==> src/rtl/index_to_mask.sv <==
// Rebuilds a multi-hot vector from a valid/ready stream of bit indices, one result per frame.
// A frame ends on an inLast beat; the result is held until the consumer takes it.
module index_to_mask #(
    parameter int IDX_W = 3,
    parameter int VEC_W = 8
) (
    input  logic             clk,
    input  logic             rst_n,
    input  logic             inValid,
    output logic             inReady,
    input  logic [IDX_W-1:0] inIndex,
    input  logic             inLast,
    output logic             outValid,
    input  logic             outReady,
    output logic [VEC_W-1:0] outVector,
    output logic [IDX_W:0]   outCount,
    output logic             outError
);

    typedef enum logic {COLLECT = 1'b0, HOLD = 1'b1} state_t;

    state_t           state_reg, state_next;
    logic [VEC_W-1:0] mask_reg, mask_next;
    logic [IDX_W:0]   count_reg, count_next;
    logic             err_reg, err_next;
    logic [VEC_W-1:0] hit;
    logic             accept;
    logic             is_new;
    logic             release_frame;

    // One-hot decode of the index; an all-zero hit means the index is out of range.
    generate
        for (genvar gi = 0; gi < VEC_W; gi++) begin : g_decode
            assign hit[gi] = (inIndex == IDX_W'(gi));
        end
    endgenerate

    assign accept        = inValid && inReady;
    assign is_new        = |(hit & ~mask_reg);
    assign release_frame = (state_reg == HOLD) && outReady;

    always_ff @(posedge clk or negedge rst_n) begin
        if (!rst_n) begin
            state_reg <= COLLECT;
        end else begin
            state_reg <= state_next;
        end
    end

    always_comb begin
        state_next = state_reg;
        case (state_reg)
            COLLECT: if (accept && inLast) state_next = HOLD;
            HOLD:    if (outReady)         state_next = COLLECT;
            default:                       state_next = COLLECT;
        endcase
    end

    always_comb begin
        inReady  = rst_n && (state_reg == COLLECT);
        outValid = (state_reg == HOLD);
    end

    // Duplicates and out-of-range indices leave mask and count alone, so the
    // count can never exceed VEC_W.
    always_comb begin
        mask_next  = mask_reg;
        count_next = count_reg;
        err_next   = err_reg;
        if (release_frame) begin
            mask_next  = '0;
            count_next = '0;
            err_next   = 1'b0;
        end else if (accept) begin
            if (is_new) begin
                mask_next  = mask_reg | hit;
                count_next = count_reg + 1'b1;
            end else begin
                err_next = 1'b1;
            end
        end
    end

    always_ff @(posedge clk or negedge rst_n) begin
        if (!rst_n) begin
            mask_reg  <= '0;
            count_reg <= '0;
            err_reg   <= 1'b0;
        end else begin
            mask_reg  <= mask_next;
            count_reg <= count_next;
            err_reg   <= err_next;
        end
    end

    assign outVector = mask_reg;
    assign outCount  = count_reg;
    assign outError  = err_reg;

endmodule

==> config.mk <==
export PLATFORM = sky130hd
export DESIGN_NAME = index_to_mask
export DESIGN_NICKNAME = d
export VERILOG_FILES = /design/src/rtl/index_to_mask.sv
export SDC_FILE = /design/constraint.sdc
export NUM_CORES = 1
export LEC_CHECK = 0
export ABC_AREA = 0
export CAP_MARGIN = 25
export CORE_MARGIN = 10
export CORE_UTILIZATION = 34
export DETAILED_ROUTE_END_ITERATION = 8
export SLEW_MARGIN = 40
export SYNTH_ARGS = -nofsm -noshare
export SYNTH_HDL_FRONTEND = slang
export SYNTH_SLANG_ARGS = --single-unit
==> constraint.sdc <==
create_clock -name clk -period 1.4 [get_ports clk]
set_clock_uncertainty 0.05 [all_clocks]
set_input_delay 0.35 -clock clk [delete_from_list [all_inputs] [get_ports clk]]
set_output_delay 0.35 -clock clk [all_outputs]
set_load 0.005 [all_outputs]
== After elaboration in Yosys (flattened, before gate mapping) ==
Cells that the tools add are included.
Cells by class
  add/sub/neg operators: 1
  equal/unequal tests: 8
  mux-type cells: 12
  bitwise gates (word level): 4
  reduce and logical (&&, ||, !) cells: 10
Operators with widths (number)
  8-bit 2-to-1 mux: 3
  3-bit == test, second input constant: 4
  4-bit 2-to-1 mux: 3
  8-bit bitwise AND: 1
  8-bit inverter: 1
  8-bit bitwise OR: 1
  8-bit OR reduction: 1
  3-bit by 2-bit == test with 1-bit output, second input constant: 2
  1-bit 2-to-1 mux: 5
  4-bit by 1-bit adder with 4-bit output, second input constant: 1
  1-bit logical AND: 4
  2-bit AND reduction: 2
  2-bit nonzero test: 2
  3-bit by 1-bit == test with 1-bit output, second input constant: 1
  3-bit logical NOT: 1
  2-bit by 1-bit inequality test with 1-bit output, second input constant: 1
  1-bit one-hot mux with 2 select lines: 1
  1-bit inverter: 1
Storage, ports and cells
  flip-flop bits (word level): 14
  bits of input ports: 8
  output and inout port bits: 15
  logic and storage cells: 39

== Depth between registers and ports, before layout ==
  depth in word-level cells: 6
  mapped depth: 5
  depth with buffers taken out: 4

== Worst setup path after synthesis ==
OpenSTA, ideal clock, no wires.
  kind: input to register
  start point: in inIndex[0]
  end point: reg count_reg[0], in the netlist outCount[0]
  library setup time: 79 ps
  arrival: 1406 ps
  required time: 1271 ps
  setup slack: -135 ps
  cell stages on the path: 5
  buffers on the path: 1
  path through: buf_6 > mux2_4 > a2bb2oi_2 > a21boi_4 > mux2i_1
Between the ends
  word-level cells in the longest chain between the ends: 5
  elaborated cells between the ends (all ways): 12
  classes of those cells: 7 x eq/ne; 1 x bitwise; 4 x reduce/logical
Ends and longest elaborated chain
  from (decl): RTL line 11  | input logic [IDX_W-1:0] inIndex,
  3-bit by 1-bit == test with 1-bit output, or another cell as far along: RTL line 34  | assign hit[gi] = (inIndex == IDX_W'(gi));
  8-bit bitwise AND (*): RTL line 39  | assign is_new = |(hit & ~mask_reg);
  8-bit OR reduction (*): RTL line 39
  2-bit nonzero test (no source line) (*)
  2-bit AND reduction (no source line) (*)
  to (signal assigned): RTL line 91  | count_reg <= count_next;
  to (decl): RTL line 24  | logic [IDX_W:0] count_reg, count_next;
Mark *: on every way between the ends. The rest lies on a longest branch, timed or not.
A chain may end at the register's enable or synchronous reset.

== Final worst setup path ==
  start point: reg mask_reg[6], in the netlist outVector[6]
  end point: reg mask_reg[6], in the netlist outVector[6]
Between the ends
  word-level cells in the longest chain between the ends: 5
  elaborated cells between the ends (all ways): 9
  classes of those cells: 3 x mux; 3 x bitwise; 3 x reduce/logical
Ends and longest elaborated chain
  from (decl): RTL line 23  | logic [VEC_W-1:0] mask_reg, mask_next;
  from (signal assigned): RTL line 90  | mask_reg <= mask_next;
  8-bit inverter: RTL line 39
  8-bit bitwise AND: RTL line 39
  8-bit OR reduction: RTL line 39
  2-bit nonzero test (no source line)
  2-bit AND reduction (no source line)
Parallel ways exist; a longest one is shown, timed or not. The select of a mux whose other input is x is not followed.

==> flow_summary.ini <==
[status]
status = finished with violations
violations = setup timing

[detailed_routing]
vias = 697
drc_errors = 0
first_iter_violations = 17
routed_wl_um = 2080
wire_per_inst_um = 14.3
via_per_inst = 4.81
dr.pass1.iters = 4
ant_nets = 0

[clock_network]
clk_path_buf_depth = 2
cts_buffers = 3
clk_latency_ns = 0.27
cts.sinks = 14
cts_hold_buf = 0
root_buffer = clkbuf_4
tritoncts = built
path_clk_slew_ns = 0.08
cts-htree-levels = 1

[power_and_ir_drop]
switching_power_uw = 413
p_comb_frac = 0.445
clock_power_share = 0.162
ir_drop_uv = 601
internal_power_uw = 938
p_sw_frac = 0.306
pwr-share-seq = 0.393
power_density_mw_per_mm2 = 1100
leakagePower_nw = 0.633
total_power_mw = 1.35

[cells_and_area]
nNetsFinal = 129
diodes = 0
area_growth_syn_to_layout_pct = 67.1
final_util = 0.612
seq_area_um2 = 350
multi_input_area_um2 = 390
fill_cells = 174
finalNonFillerCells = 145
drive_gt1_frac = 0.398

[global_route]
grt_usage = 0.0929
grt_pass1_vias = 695
grt_max_degree = 12
antenna_found_initial = 0
grt_pass1_wl_um = 3240
gr-total-overflow = 0

[floorplan]
fp.dieArea_mm2 = 0.00441
ios = 23
initial_core_util = 0.366
num_rows = 16
die_w_um = 66.4
core_area_mm2 = 0.00200
fp.dieH_um = 66.4

[logic_synthesis]
synth_largest_area_cell = dfrtp_1
synthFlopType = dfrtp_1
syn_nets = 74
synth.top_cells.by_area = dfrtp_1, mux2i_1, a32o_1
synth_edf_count = 0
seq_area_frac_synth = 0.478
synth_seq_cells = 14
ys_types = 24
synth-warning-count = 0
synth_cells = 65
async_flop_share = 1.00
syn_area_um2 = 733
synth.avg_cell_area_um2 = 11.3
synth_top_area_share = 0.478

[place]
dpl.hpwl_um = 1500
finalWeightedCongestion = 0.831
place.port_buffers = 22
dp.cells = 127

[timing]
setup_viol_count_final = 12
setup_tns_ns = -0.623
worst_pin_slew_ns = 0.308
finalWorstSetupSlack_ns = -0.0696
slew_violations = 0
rsz0062_at_grt = yes
fin_crit_ns = 1.47
fmax_ghz = 0.680
fin_crit_sh = 1.05
relSlewSlack = 0.795
hold_viol_final = 0

[critical_path]
setup.worst_path.end_class = register
r2r-start = outVector[6]
cp.arrival_ns = 1.63
start_kind = register
worst_ep_required_time_ns = 1.56
crit_type = register to register
crit_path_start = outVector[6]
path_max_fanout = 5

[min_path]
hold_class = input port to asynchronous set/reset pin

[run]
cap_violations = 0
-- what timing repair did --
item	4_1_cts	5_1_grt
pin swaps	5	6
cloned	1	0
resized for setup	33	6
endpoints found under the setup margin	28	13
buffers inserted	14	2
-- registers in the layout, summed over array words and instances (netlist names) --
name       cells
outCount       4
outVector      8
outError       1
outValid       1
-- power by group through the flow --
stage | clock [mW] | combinational, mW | sequential, mW
global placement | 0 | 0.500 | 0.567
detailed placement | 0 | 0.506 | 0.568
global route | 0.250 | 0.663 | 0.541
floorplan | 0 | 0.179 | 0.573
CTS | 0.229 | 0.592 | 0.531
finish | 0.219 | 0.601 | 0.531
-- final timing paths --
path | cells after the start | slack (ns) | end
worst min register to register | 2 | 0.51 | outCount[2]
worst max-delay path | 4 | -0.07 | outVector[6]
min in group clk | 2 | 0.51 | outCount[2]
max in group asynchronous | 3 | 1.03 | outError
worst max register to register | 4 | -0.07 | outVector[6]
worst min-delay path | 2 | 0.13 | outVector[5]
-- critical path, stage by stage, from the launching register on --
cell and delay (ns):
dfrtp_1 0.40, mux2_4 0.29, a2bb2oi_4 0.20, a21boi_2 0.27, a32o_1 0.20
-- Yosys cell counts (2+ instances only) --
cell / n
a21oi_1: 3
and3_1: 2
nor2_1: 2
nand2_1: 8
nor2b_1: 4
mux2i_1: 7
inv_1: 3
a22o_1: 2
a32o_1: 6
dfrtp_1: 14
-- kinds of logic after synthesis --
| family | count (synthesis) | share of synthesized area |
|---|---|---|
| flip-flops | 14 | 0.478 |
| AO/OA/AOI/OAI | 16 | 0.205 |
| multiplexers | 8 | 0.116 |
| buffers and inverters | 6 | 0.0426 |
| AND/OR/NAND/NOR | 20 | 0.142 |
| adder cells (fa/ha/maj) | 1 | 0.0171 |
-- per-stage QoR --
| stage | area (um^2) | hold WS (ns) | worst slack (ns) |
|---|---|---|---|
| after floorplan | 733 | 0.00441 | -0.117 |
| after global placement | 1090 | 0.460 | -0.670 |
| after detailed placement | 1090 | 0.462 | -0.694 |
| after CTS | 1210 | 0.143 | -0.164 |
| after global routing | 1220 | 0.139 | -0.140 |
| final | 1220 | 0.126 | -0.0696 |
-- placed cells by master, fill, tap and decap left out, types with 2 or more instances in the layout --
cell and instances:
and3_1 2, buf_2 2, dlygate4sd2_1 15, nor2b_1 4, buf_6 2, clkbuf_4 3
inv_1 3, clkdlybuf4s50_1 3, a22o_1 2, dfrtp_1 14, mux2i_2 2, buf_4 29
a21oi_2 2, nand2_1 8, mux2i_1 5, a32o_1 6, nor2_1 2
-- final cells by class --
type	count	area share
inverters	3	0.00919
clock buffers	3	0.0184
multi-input cells	46	0.319
flip-flops and latches	14	0.286
repair buffers	52	0.340
well taps	27	0.0276
-- layer usage --
layer  up-vias  part of all wire  GRT usage
met5         -                 0          0
met4         0             0.021     0.0524
met3         5             0.054     0.0203
met2        18              0.51      0.157
met1       324              0.41      0.105
li1        350                 -          -
Power figures use the tool's default switching activity.
